### src/rtl/video_timing_pkg.sv
// Shared types and constants for the video pattern generator: mode encodings,
// colour-bar table and checkerboard square size.
package video_timing_pkg;

    typedef enum logic [1:0] {
        MODE_BARS   = 2'd0,
        MODE_GRAD   = 2'd1,
        MODE_CHECK  = 2'd2,
        MODE_SCROLL = 2'd3
    } mode_e;

    // Checkerboard squares are 2**CHECK_SHIFT pixels wide.
    localparam int unsigned CHECK_SHIFT = 4;

    // {R,G,B}, one bit per channel; white, yellow, cyan, green, magenta, red, blue, black.
    localparam logic [2:0] BAR_RGB [8] = '{
        3'b111, 3'b110, 3'b011, 3'b010, 3'b101, 3'b100, 3'b001, 3'b000
    };

endpackage

### src/rtl/video_timing_counter.sv
// Horizontal/vertical raster counters with active, sync and frame-end decode.
module video_timing_counter
    import video_timing_pkg::*;
#(
    parameter int unsigned H_ACTIVE = 640,
    parameter int unsigned H_FP     = 16,
    parameter int unsigned H_SYNC   = 96,
    parameter int unsigned H_BP     = 48,
    parameter int unsigned V_ACTIVE = 480,
    parameter int unsigned V_FP     = 10,
    parameter int unsigned V_SYNC   = 2,
    parameter int unsigned V_BP     = 33,
    localparam int unsigned H_TOTAL = H_ACTIVE + H_FP + H_SYNC + H_BP,
    localparam int unsigned V_TOTAL = V_ACTIVE + V_FP + V_SYNC + V_BP,
    localparam int unsigned HW      = $clog2(H_TOTAL),
    localparam int unsigned VW      = $clog2(V_TOTAL)
) (
    input  logic          pixel_clk_i,
    input  logic          rst_i,
    output logic [HW-1:0] hc_o,
    output logic [VW-1:0] vc_o,
    output logic          active_o,
    output logic          hsync_act_o,
    output logic          vsync_act_o,
    output logic          frame_end_o
);

    logic [HW-1:0] hc_q, hc_d;
    logic [VW-1:0] vc_q, vc_d;
    logic          h_last, v_last;

    assign h_last = (hc_q == HW'(H_TOTAL - 1));
    assign v_last = (vc_q == VW'(V_TOTAL - 1));

    always_comb begin
        hc_d = hc_q + HW'(1);
        vc_d = vc_q;
        if (h_last) begin
            hc_d = '0;
            vc_d = v_last ? '0 : vc_q + VW'(1);
        end
    end

    always_ff @(posedge pixel_clk_i) begin
        if (rst_i) begin
            hc_q <= '0;
            vc_q <= '0;
        end else begin
            hc_q <= hc_d;
            vc_q <= vc_d;
        end
    end

    assign hc_o        = hc_q;
    assign vc_o        = vc_q;
    assign active_o    = (hc_q < HW'(H_ACTIVE)) && (vc_q < VW'(V_ACTIVE));
    assign hsync_act_o = (hc_q >= HW'(H_ACTIVE + H_FP)) && (hc_q < HW'(H_ACTIVE + H_FP + H_SYNC));
    assign vsync_act_o = (vc_q >= VW'(V_ACTIVE + V_FP)) && (vc_q < VW'(V_ACTIVE + V_FP + V_SYNC));
    assign frame_end_o = h_last && v_last;

endmodule

### src/rtl/video_pattern_generator.sv
// Parametrised video timing and test-pattern source with registered outputs.
// Define VPG_BORDER_EN to force a one-pixel white border around the active area.
module video_pattern_generator
    import video_timing_pkg::*;
#(
    parameter int unsigned H_ACTIVE   = 640,
    parameter int unsigned H_FP       = 16,
    parameter int unsigned H_SYNC     = 96,
    parameter int unsigned H_BP       = 48,
    parameter int unsigned V_ACTIVE   = 480,
    parameter int unsigned V_FP       = 10,
    parameter int unsigned V_SYNC     = 2,
    parameter int unsigned V_BP       = 33,
    parameter bit          HSYNC_POL  = 1'b0,
    parameter bit          VSYNC_POL  = 1'b0,
    parameter int unsigned COLOR_BITS = 8,
    localparam int unsigned H_TOTAL   = H_ACTIVE + H_FP + H_SYNC + H_BP,
    localparam int unsigned V_TOTAL   = V_ACTIVE + V_FP + V_SYNC + V_BP,
    localparam int unsigned HW        = $clog2(H_TOTAL),
    localparam int unsigned VW        = $clog2(V_TOTAL)
) (
    input  logic                  pixel_clk,
    input  logic                  rst,
    input  logic [1:0]            mode,
    output logic                  de,
    output logic                  hsync,
    output logic                  vsync,
    output logic [3:0]            ctl,
    output logic [COLOR_BITS-1:0] pixel_data_0,
    output logic [COLOR_BITS-1:0] pixel_data_1,
    output logic [COLOR_BITS-1:0] pixel_data_2,
    output logic [HW-1:0]         x,
    output logic [VW-1:0]         y,
    output logic                  frame_start
);

    localparam int unsigned BarW = (H_ACTIVE / 8 > 0) ? H_ACTIVE / 8 : 1;
    localparam int unsigned YW   = (COLOR_BITS > CHECK_SHIFT + 1) ? COLOR_BITS : CHECK_SHIFT + 1;

    logic [HW-1:0] hc;
    logic [VW-1:0] vc;
    logic          active, hsync_act, vsync_act, frame_end;

    video_timing_counter #(
        .H_ACTIVE (H_ACTIVE),
        .H_FP     (H_FP),
        .H_SYNC   (H_SYNC),
        .H_BP     (H_BP),
        .V_ACTIVE (V_ACTIVE),
        .V_FP     (V_FP),
        .V_SYNC   (V_SYNC),
        .V_BP     (V_BP)
    ) u_timing (
        .pixel_clk_i (pixel_clk),
        .rst_i       (rst),
        .hc_o        (hc),
        .vc_o        (vc),
        .active_o    (active),
        .hsync_act_o (hsync_act),
        .vsync_act_o (vsync_act),
        .frame_end_o (frame_end)
    );

    mode_e                 mode_q;
    logic [7:0]            frame_cnt_q;
    logic                  de_q, hsync_q, vsync_q, frame_start_q;
    logic [HW-1:0]         x_q;
    logic [VW-1:0]         y_q;
    logic [COLOR_BITS-1:0] blue_q, green_q, red_q;
    logic [COLOR_BITS-1:0] blue_d, green_d, red_d;

    logic [31:0]   hx, scroll_sum;
    logic [YW-1:0] vy;
    logic [2:0]    bar_idx, bar_rgb;

    assign hx         = 32'(hc);
    assign vy         = YW'(vc);
    assign scroll_sum = hx + {24'd0, frame_cnt_q};
    assign bar_idx    = (hx >= 8 * BarW) ? 3'd7 : 3'(hx / BarW);
    assign bar_rgb    = BAR_RGB[bar_idx];

    always_comb begin
        red_d   = '0;
        green_d = '0;
        blue_d  = '0;
        if (active) begin
            unique case (mode_q)
                MODE_BARS: begin
                    red_d   = {COLOR_BITS{bar_rgb[2]}};
                    green_d = {COLOR_BITS{bar_rgb[1]}};
                    blue_d  = {COLOR_BITS{bar_rgb[0]}};
                end
                MODE_GRAD: begin
                    red_d   = hx[COLOR_BITS-1:0];
                    green_d = hx[COLOR_BITS-1:0];
                    blue_d  = hx[COLOR_BITS-1:0];
                end
                MODE_CHECK: begin
                    red_d   = {COLOR_BITS{hx[CHECK_SHIFT] ^ vy[CHECK_SHIFT]}};
                    green_d = red_d;
                    blue_d  = red_d;
                end
                MODE_SCROLL: begin
                    red_d   = scroll_sum[COLOR_BITS-1:0];
                    green_d = vy[COLOR_BITS-1:0];
                    blue_d  = COLOR_BITS'(frame_cnt_q);
                end
            endcase
`ifdef VPG_BORDER_EN
            if (hx == 32'd0 || hx == H_ACTIVE - 1 || 32'(vc) == 32'd0 ||
                32'(vc) == V_ACTIVE - 1) begin
                red_d   = '1;
                green_d = '1;
                blue_d  = '1;
            end
`endif
        end
    end

    always_ff @(posedge pixel_clk) begin
        if (rst) begin
            mode_q        <= MODE_BARS;
            frame_cnt_q   <= '0;
            de_q          <= 1'b0;
            hsync_q       <= !HSYNC_POL;
            vsync_q       <= !VSYNC_POL;
            frame_start_q <= 1'b0;
            x_q           <= '0;
            y_q           <= '0;
            red_q         <= '0;
            green_q       <= '0;
            blue_q        <= '0;
        end else begin
            // New mode and frame count apply from the first pixel of the next frame.
            if (frame_end) begin
                mode_q      <= mode_e'(mode);
                frame_cnt_q <= frame_cnt_q + 8'd1;
            end
            de_q          <= active;
            hsync_q       <= hsync_act ? HSYNC_POL : !HSYNC_POL;
            vsync_q       <= vsync_act ? VSYNC_POL : !VSYNC_POL;
            frame_start_q <= (hc == '0) && (vc == '0);
            x_q           <= hc;
            y_q           <= vc;
            red_q         <= red_d;
            green_q       <= green_d;
            blue_q        <= blue_d;
        end
    end

    assign de           = de_q;
    assign hsync        = hsync_q;
    assign vsync        = vsync_q;
    assign ctl          = 4'b0000;
    assign pixel_data_0 = blue_q;
    assign pixel_data_1 = green_q;
    assign pixel_data_2 = red_q;
    assign x            = x_q;
    assign y            = y_q;
    assign frame_start  = frame_start_q;

endmodule

### config.mk
export PLATFORM = sky130hd
export DESIGN_NAME = video_pattern_generator
export DESIGN_NICKNAME = d
export VERILOG_FILES = /design/src/rtl/video_timing_pkg.sv /design/src/rtl/video_timing_counter.sv /design/src/rtl/video_pattern_generator.sv
export SDC_FILE = /design/constraint.sdc
export NUM_CORES = 1
export LEC_CHECK = 0
export ABC_AREA = 1
export CORE_MARGIN = 8
export CORE_UTILIZATION = 58
export DETAILED_ROUTE_END_ITERATION = 10
export PLACE_DENSITY_LB_ADDON = 0.05
export SYNTH_ARGS = -nofsm -noshare
export SYNTH_HDL_FRONTEND = slang
export SYNTH_SLANG_ARGS = --single-unit
### constraint.sdc
create_clock -name pixel_clk -period 5.81 [get_ports pixel_clk]
set_input_delay 1.4525 -clock pixel_clk [delete_from_list [all_inputs] [get_ports pixel_clk]]
set_output_delay 1.4525 -clock pixel_clk [all_outputs]
set_load 0.02 [all_outputs]
==> flow_summary.yaml, run 1 <==
run_status:
  status: "completed"
min_path:
  worst_hold_path.endpoint: "u_timing.hc_o[0]$_SDFF_PP0_"
  hold_depth: 1
  hold_start: "u_timing.hc_o[0]$_SDFF_PP0_"
  min_path_type: "reg -> reg"
pwr:
  pwr-share-seq_pct: 50.9
  swShare_pct: 22.4
  p_int_mw: 0.842
  ir_drop_mv: 0.156
  p_clk_share_pct: 42.7
  combPwrFrac_pct: 6.3
  switchingPower_mw: 0.243
  p_leak_nw: 1.83
  power_density_nw_per_um2: 247
  total_power_mw: 1.08
timing:
  layout_min_cycle_time_ps: 3190
  rsz0062_at_grt: "false"
  fmax_mhz: 314
  final_max_slew_viol_count: 0
  slew_headroom_pct: 33.7
  setup_ws_ps: 2620
  hold_slack_ps: 501
  tightest_slew_ps: 991
  setup_viol: 0
  final-hold-violation-count: 0
  setup_tns_ps: 0
  fin_crit_sh_pct: 54.8
  finClkSkew_ps: 8.85
clocking:
  cts-buffers-inserted: 9
  cts_root_buffer: "clkbuf_8"
  cts.sinks: 78
  cts_resized: 0
  htreeDepth: 3
  post_cts_buffers: 0
  hold_buffers: 0
  clkLatencyLatePin_ps: 360
  cts_tree: "done"
  clk_pin_slew_ps: 80
  cts_buffer_depth: 2
critical_path:
  r2r_slack_ps: 3300
  crit-reg2reg-launch: "u_timing.hc_o[7]$_SDFF_PP0_"
  r2r_cells: 12
  crit_path_end_kind: "register"
  critPathArrivalTime_ps: 3430
  slowest_stage: "nand3_1"
  required_ps: 6050
  crit_fanout: 29
  cp_cell_sequence: "clkdlybuf4s50_1, buf_4, nor2_1, nand3_1, a41oi_1"
  critPathMaxStageDelay_ps: 690
  path_class: "in -> reg"
  start_kind: "input port"
  r2r-end: "pixel_data_2[5]$_SDFF_PP0_"
routing:
  vias_per_cell: 5.61
  drc: 0
  ant_nets: 0
  routed_wl_um: 9200
  drtIter0Drc: 202
  wl_per_cell_um: 15.6
  vias: 3302
  first_pass_iters: 5
synthesis:
  ys_seq_elements: 78
  synthMuxAreaShare_pct: 0
  synth_xor_xnor_area_share_pct: 1.71
  ys_seq_area_share_pct: 43.5
  yosys-top-cells-area: "dfxtp_1, nand2_1, inv_1"
  yosys_warnings: 0
  synth_cells: 456
  syn_area_um2: 3590
  synth_top_area_cell: "dfxtp_1"
  synth_top_family_by_area: "simple AND/OR/NAND/NOR gates"
  synth-simple-area-share_pct: 26.5
  synth_compound_area_share_pct: 14.3
  synth_fa_ha_area_share_pct: 5.44
  syn_avg_cell_area_um2: 7.87
  yosysTopAreaCellShare_pct: 43.5
  synth_cell_types: 42
die:
  die_w_um: 94.7
  start_util_pct: 60.3
  core_um2: 5960
  dieArea_um2: 8960
  std_cell_rows: 28
  io_pins: 56
  die_y_um: 94.7
final_layout:
  drive_above_1_share_pct: 9.14
  syn2layout_area_growth_pct: 22.1
  nNetsFinal: 529
  n_antenna_cell: 0
  utilization_pct: 73.6
grt:
  track_usage_pct: 21.1
  overflow: 0
  grt_max_degree: 30
  antenna_found_initial: 0
  grt_pass1_vias: 3047
  grt_pass1_wl_um: 14900
place:
  dp_worst_setup_slack_ps: 2350
  finalWeightedCongestion: 0.969
  dp_hpwl_um: 6860
  port_buffers: 51
run:
  drv_cap: 0
==> critical path: cells and delay by family <==
| kind | cells | cell delay, ps |
|---|---|---|
| buf+inv | 2 | 630 |
| compound gates | 1 | 490 |
| simple gates | 2 | 850 |
==> per-layer routing <==
layer / part of all wire [%] / global-route usage (%)
met1: 43 / 26.7
met2: 46 / 34.0
met3: 7.6 / 3.89
met4: 2.8 / 10.4
met5: 0 / 0
==> final cells by class <==
class | count | area, um^2
multi-input combinational | 304 | 1740
fill | 451 | 1570
sequential | 78 | 1560
timing repair buffer | 52 | 518
inverter | 65 | 244
clock buffer | 11 | 151
tap | 75 | 93.8
clock inverter | 4 | 77.6
==> layout by cell type (no fill, tap or decap), types with 2 or more instances in the layout <==
cell type / Yosys / routed
or2_2: 2 / 2
nand2_1: 66 / 66
conb_1: 1 / 4
a41oi_1: 9 / 9
nor2_1: 58 / 58
nor3b_1: 2 / 2
inv_2: 3 / 3
nor4_1: 5 / 5
clkdlybuf4s50_1: 0 / 51
nand2_4: 2 / 2
nor3_1: 11 / 11
nand4_1: 13 / 13
nor2_4: 2 / 2
o211ai_1: 3 / 3
inv_1: 61 / 61
and3_1: 2 / 2
o21ai_0: 19 / 19
a21oi_1: 41 / 41
ha_1: 14 / 14
a21oi_2: 3 / 3
xor2_1: 7 / 7
inv_6: 0 / 2
a31oi_1: 4 / 4
clkbuf_8: 0 / 11
dfxtp_1: 78 / 78
nand3_2: 2 / 2
nand3_1: 11 / 11
a211oi_1: 2 / 2
nand2_2: 10 / 10
bufinv_16: 0 / 2
==> registers in the layout, summed over array words and instances, names as in the netlist, 2 cells and up <==
| name | flops |
|---|---|
| pixel_data_1 | 8 |
| y | 10 |
| frame_cnt_q | 8 |
| u_timing.hc_o | 10 |
| u_timing.vc_o | 10 |
| pixel_data_2 | 8 |
| mode_q | 2 |
| pixel_data_0 | 8 |
| x | 10 |
==> worst max-delay path by stage <==
stage / start / endpoint / slack [ps] / depth (start not counted)
detailed placement: rst / pixel_data_2[4]$_SDFF_PP0_ / 2350 / 5
finish: rst / pixel_data_1[0]$_SDFF_PP0_ / 2620 / 5
global route: rst / pixel_data_1[1]$_SDFF_PP0_ / 2560 / 5
global placement: rst / pixel_data_2[5]$_SDFF_PP0_ / 2430 / 5
CTS: rst / pixel_data_1[0]$_SDFF_PP0_ / 2650 / 5
floorplan: rst / u_timing.vc_o[7]$_SDFFE_PP0P_ / 3520 / 5
==> per-stage QoR <==
step                instance area (um^2)  instances
finish                              4380        589
global route                        4380        589
CTS                                 4380        589
detailed placement                  4150        574
global placement                    4150        574
floorplan                           3600        459
==> power groups by stage <==
stage	clock network (mW)	registers, mW	logic (mW)
2_1_floorplan	0	0.579	0.0248
3_3_place_gp	0	0.565	0.0663
5_1_grt	0.496	0.554	0.0732
3_5_place_dp	0	0.565	0.0678
6_report	0.463	0.552	0.0686
4_1_cts	0.470	0.552	0.0684
==> synth_stat cells <==
cell type and number:
a2111oi_0 1, a211oi_1 2, a21oi_1 41, a21oi_2 3
a21oi_4 1, a2bb2oi_1 1, a31oi_1 4, a41oi_1 9
and3_1 2, buf_1 2, buf_4 4, clkbuf_1 6
clkinv_1 1, conb_1 1, dfxtp_1 78, fa_1 1
ha_1 14, inv_1 61, inv_2 3, nand2_1 66
nand2_2 10, nand2_4 2, nand3_1 11, nand3_2 2
nand3b_4 1, nand4_1 13, nand4_4 1, nor2_1 58
nor2_2 1, nor2_4 2, nor3_1 11, nor3b_1 2
nor3b_2 1, nor4_1 5, nor4_2 1, nor4_4 1
o211ai_1 3, o21ai_0 19, o21ai_1 1, o31ai_1 1
or2_2 2, xor2_1 7
==> cells by family (layout without fill, tap and decap cells) <==
kind of cell,count (synthesis),in the layout
buffers and inverters,77,132
DFF,78,78
other,1,4
and+or+nand+nor,192,192
adders and majority gates,15,15
xor gates and xnor gates,7,7
AOI/OAI and AO/OA,86,86
Note: power is estimated with default switching activity, not from simulation.
==> inputs of run 2 (changes only) <==
--- a/config.mk
+++ b/config.mk
@@ -7,7 +7,7 @@
 export LEC_CHECK = 0
 export ABC_AREA = 1
 export CORE_MARGIN = 8
-export CORE_UTILIZATION = 58
+export CORE_UTILIZATION = 53
 export DETAILED_ROUTE_END_ITERATION = 10
 export PLACE_DENSITY_LB_ADDON = 0.05
 export SYNTH_ARGS = -nofsm -noshare
==> constraint.sdc (replaced) <==
create_clock -name pixel_clk -period 3.2 [get_ports pixel_clk]
set_input_delay 0.8 -clock pixel_clk [delete_from_list [all_inputs] [get_ports pixel_clk]]
set_output_delay 0.8 -clock pixel_clk [all_outputs]
set_load 0.02 [all_outputs]
==> run 2 against run 1 <==
Net effect:
- global-route usage fell by 1.8 points
- cell count rose by 1.2%
- die area rose by 7.8%
- worst setup slack got worse by 1800 ps
- flip-flop and latch count did not move
- wire length fell by 0.33%
- highest routed layer unchanged
- first-iteration DRC count rose by 35%
- count of clock-buffer cells in the layout fell by 1
- combinational power rose by 82%
- critical path type is now reg -> reg
- critical path depth rose by 7
- hold slack got worse by 7.7 ps
- critical endpoint is now pixel_data_2[0]$_SDFF_PP0_
- power rose by 87%
==> flow_summary.yaml, run 2 (synthesis results as in run 1) <==
routing:
  first_pass_iters: 5
  route.met3.wl_um: 666
  drc: 0
  routed_wl_um: 9170
  vias_per_cell: 5.48
  drtIter0Drc: 272
  wl_met1_um: 4190
  wl_per_cell_um: 15.4
  ant_nets: 0
  highest_layer: "met4"
  vias: 3268
  met2_length_um: 4190
critical_path:
  crit_fanout: 8
  critPathArrivalTime_ps: 2670
  crit_path_end_kind: "register"
  start_kind: "register"
  path_class: "reg -> reg"
  r2r_cells: 12
  required_ps: 3470
final_layout:
  drive_above_1_share_pct: 9.50
  nFillCells: 580
  final_common_cell: "dfxtp_1"
  final_cell_mix: "dfxtp_1, nand2_1, inv_1, nor2_1, clkdlybuf4s50_1"
  nNetsFinal: 531
  n_antenna_cell: 0
  fin_cells: 596
  syn2layout_area_growth_pct: 23.1
place:
  place_inst: 581
  dp_hpwl_um: 6930
  port_buffers: 51
  finalWeightedCongestion: 0.913
clocking:
  post_cts_buffers: 0
  cts_root_buffer: "clkbuf_8"
  clk_pin_slew_ps: 80
  clkLatencyLatePin_ps: 350
  htreeDepth: 3
  cts_buffer_depth: 2
  cts_resized: 0
  cts.sinks: 78
  hold_buffers: 0
  cts_tree: "done"
  cts-buffers-inserted: 9
grt:
  track_usage_pct: 19.4
  grt_pass1_wl_um: 15100
  grt_max_degree: 26
  overflow: 0
  grt_pass1_vias: 3047
  antenna_found_initial: 0
timing:
  rsz0062_at_grt: "false"
  layout_min_cycle_time_ps: 2400
  fmax_mhz: 417
  setup_viol: 0
  tightest_slew_ps: 517
  finClkSkew_ps: 10.9
  fin_crit_sh_pct: 75.0
  slew_headroom_pct: 65.2
  final_max_slew_viol_count: 0
  setup_tns_ps: 0
  hold_slack_ps: 493
  final-hold-violation-count: 0
min_path:
  hold_depth: 1
  min_path_type: "reg -> reg"
die:
  core_um2: 6680
  die_w_um: 98.3
  dieArea_um2: 9660
  die_y_um: 98.3
  start_util_pct: 53.7
  std_cell_rows: 30
  io_pins: 56
pwr:
  total_power_mw: 2.03
  ir_drop_mv: 0.327
  power_density_nw_per_um2: 459
  p_leak_nw: 1.85
run_status:
  status: "completed"
run:
  drv_cap: 0
==> run 2: changes by cell type in the layout (fill, tap and decap cells not counted), sizes merged <==
cell    delta
clkinv     +2
clkbuf     -1
bufinv     +1
buf        +2
inv        -2
==> run 2: critical path, cell delays in order (launching register included) <==
cell and delay, ps:
dfxtp_1 470, inv_1 180, nand2_1 100, ha_1 220, inv_1 60, nand2_2 50, nand2_2 140, nand3_2 120
nand2_1 100, nand3_2 80, nand2_2 100, nand4_1 380, a41oi_1 320
==> run 2: where the power goes <==
group	internal, mW	switching [mW]	leakage, nW
logic	0.0529	0.0723	1.09
registers	0.993	0.00916	0.639
clock network	0.538	0.365	0.123
==> run 2: area by class of cell <==
type,count,area (um^2),share of cell area (%)
clock inverters,5,108,2.43
inverters,65,244,5.52
repair buffers,54,533,12.1
clock buffers,10,138,3.11
well taps,80,100,2.27
multi-input cells,304,1740,39.3
flip-flops and latches,78,1560,35.3
==> run 2: per-layer routing <==
metal | vias up | global-route usage [%]
met5 | - | 0
met4 | 0 | 7.56
met3 | 11 | 4.48
met2 | 134 | 30.1
met1 | 1504 | 25.2
li1 | 1619 | -
==> run 2: worst paths after layout <==
| check | start | endpoint | slack, ps |
|---|---|---|---|
| max | u_timing.hc_o[7]$_SDFF_PP0_ | pixel_data_2[0]$_SDFF_PP0_ | 800 |
| min | u_timing.hc_o[0]$_SDFF_PP0_ | u_timing.hc_o[0]$_SDFF_PP0_ | 490 |
| max reg2reg | u_timing.hc_o[7]$_SDFF_PP0_ | pixel_data_2[0]$_SDFF_PP0_ | 800 |
| min reg2reg | u_timing.hc_o[0]$_SDFF_PP0_ | u_timing.hc_o[0]$_SDFF_PP0_ | 490 |
==> run 2: through the flow <==
step / util (%) / setup slack [ps] / cell area, um^2
finish: 66.1 / 801 / 4420
global route: 66.1 / 520 / 4420
CTS: 66.1 / 812 / 4420
detailed placement: 62.5 / 813 / 4170
global placement: 62.5 / 861 / 4170
floorplan: - / 1190 / 3600
==> inputs of run 3 (changes only) <==
==> constraint.sdc (replaced) <==
create_clock -name pixel_clk -period 2.24 [get_ports pixel_clk]
set_input_delay 0.56 -clock pixel_clk [delete_from_list [all_inputs] [get_ports pixel_clk]]
set_output_delay 0.56 -clock pixel_clk [all_outputs]
set_load 0.02 [all_outputs]
==> run 3 against run 2 <==
Net effect:
- sequential share of layout area down 2.1 points
- cell area up 6.9%
- die area unchanged
- largest cell class unchanged
- largest power group unchanged
==> flow_summary.yaml, run 3 (synthesis results as in run 1) <==
place:
  finalWeightedCongestion: 0.894
  port_buffers: 51
  dpl_cell_area_um2: 4360
  dp_hpwl_um: 7460
final_layout:
  drive_above_1_share_pct: 18.4
  final_cell_mix: "dfxtp_1, nand2_1, inv_1, nor2_1, clkdlybuf4s50_1"
  final_common_cell: "dfxtp_1"
  syn2layout_area_growth_pct: 31.6
  utilization_pct: 70.7
  n_antenna_cell: 0
  fin_area_um2: 4720
  nNetsFinal: 562
timing:
  hold_slack_ps: 449
  layout_min_cycle_time_ps: 2100
  fmax_mhz: 477
  setup_viol: 0
  finClkSkew_ps: 10.2
  final_max_slew_viol_count: 0
  fin_crit_sh_pct: 93.6
  final-hold-violation-count: 0
routing:
  highest_layer: "met4"
  met2_length_um: 4490
  vias_per_cell: 5.41
  ant_nets: 0
  route.met3.wl_um: 727
  routed_wl_um: 9980
  drtIter0Drc: 194
  wl_met1_um: 4450
  first_pass_iters: 5
  wl_per_cell_um: 15.9
  drc: 0
  vias: 3399
critical_path:
  crit-reg2reg-launch: "u_timing.hc_o[8]$_SDFF_PP0_"
  required_ps: 2520
  slowest_stage: "dfxtp_4"
  cp_cell_sequence: "inv_2, nand2_1, ha_1, inv_1, nand2_2, nand2_4, buf_12, nand4_1, nand2_2, nor2_4, nand2_1, a21oi_2, nand4_4, a21oi_1"
  critPathMaxStageDelay_ps: 360
  crit_path_end_kind: "register"
  crit_fanout: 8
  crit_start: "u_timing.hc_o[8]$_SDFF_PP0_"
  path_class: "reg -> reg"
  cp_num_buf_inv: 3
  critPathArrivalTime_ps: 2380
  critPathTopFamily: "simple AND/OR/NAND/NOR gates"
  start_kind: "register"
pwr:
  p_leak_nw: 2.01
  power_density_nw_per_um2: 598
  ir_drop_mv: 0.315
clocking:
  htreeDepth: 3
  clk_pin_slew_ps: 80
  cts_root_buffer: "clkbuf_8"
  cts_buffer_depth: 2
  cts-buffers-inserted: 9
  clkLatencyLatePin_ps: 350
  cts.sinks: 78
  cts_tree: "done"
run_status:
  status: "completed"
die:
  start_util_pct: 53.7
  die_w_um: 98.3
  core_um2: 6680
  std_cell_rows: 30
  io_pins: 56
  dieArea_um2: 9660
  die_y_um: 98.3
grt:
  track_usage_pct: 21.0
  grt_pass1_wl_um: 16300
  antenna_found_initial: 0
  overflow: 0
  grt_pass1_vias: 3300
  grt_max_degree: 17
run:
  drv_cap: 0
min_path:
  min_path_type: "reg -> reg"
  hold_start: "u_timing.hc_o[0]$_SDFF_PP0_"
[run 3: cell types whose count changed in the layout (fill, tap and decap cells not counted), moves of 2 or more]
cell	before	now
buf_4	3	33
a21oi_1	41	36
a21oi_2	3	8
dfxtp_1	78	74
nand2_1	66	62
dfxtp_2	0	3
inv_1	61	58
inv_2	3	6
nand2_2	10	13
nor4_1	5	3
nor4_2	1	3
[run 3: final timing paths]
path | end | slack (ps) | cells after the start
max | pixel_data_0[2]$_SDFF_PP0_ | 140 | 14
min | u_timing.hc_o[0]$_SDFF_PP0_ | 450 | 1
max reg2reg | pixel_data_0[2]$_SDFF_PP0_ | 140 | 14
min reg2reg | u_timing.hc_o[0]$_SDFF_PP0_ | 450 | 1
[run 3: report_power, final]
part	switching, mW	internal (mW)	total [mW]	leakage, nW
logic	0.107	0.0796	0.187	1.25
clock network	0.514	0.695	1.21	0.117
registers	0.0128	1.42	1.43	0.641
total	0.634	2.19	2.83	2.01
[run 3: area by class of cell]
cell class,count,area (um^2)
Clock buffer,12,155
Clock inverter,4,77.6
Fill cell,558,1960
Inverter,65,244
Multi-Input combinational cell,304,1800
Sequential cell,78,1570
Tap cell,80,100
Timing Repair Buffer,85,778
[run 3: metrics by stage]
step / cells / worst slack [ps] / power [mW] / setup TNS (ps)
finish: 628 / 143 / 2.83 / 0
global route: 628 / -14.2 / 2.92 / -20.4
CTS: 622 / 26.1 / 2.84 / 0
detailed placement: 606 / 36.0 / 1.65 / 0
global placement: 606 / 66.9 / 1.65 / 0
floorplan: 459 / 234 / 1.57 / 0
[run 3: per-layer routing]
metal / GRT usage [%] / vias up
li1: - / 1687
met1: 26.3 / 1573
met2: 32.3 / 115
met3: 5.05 / 24
met4: 11.7 / 0
met5: 0 / -
[run 3: timing repair]
action | CTS | global route
buffers inserted | 0 | 6
resized for setup | 0 | 24
endpoints found under the setup margin | 0 | 24
hold buffers | 0 | 0
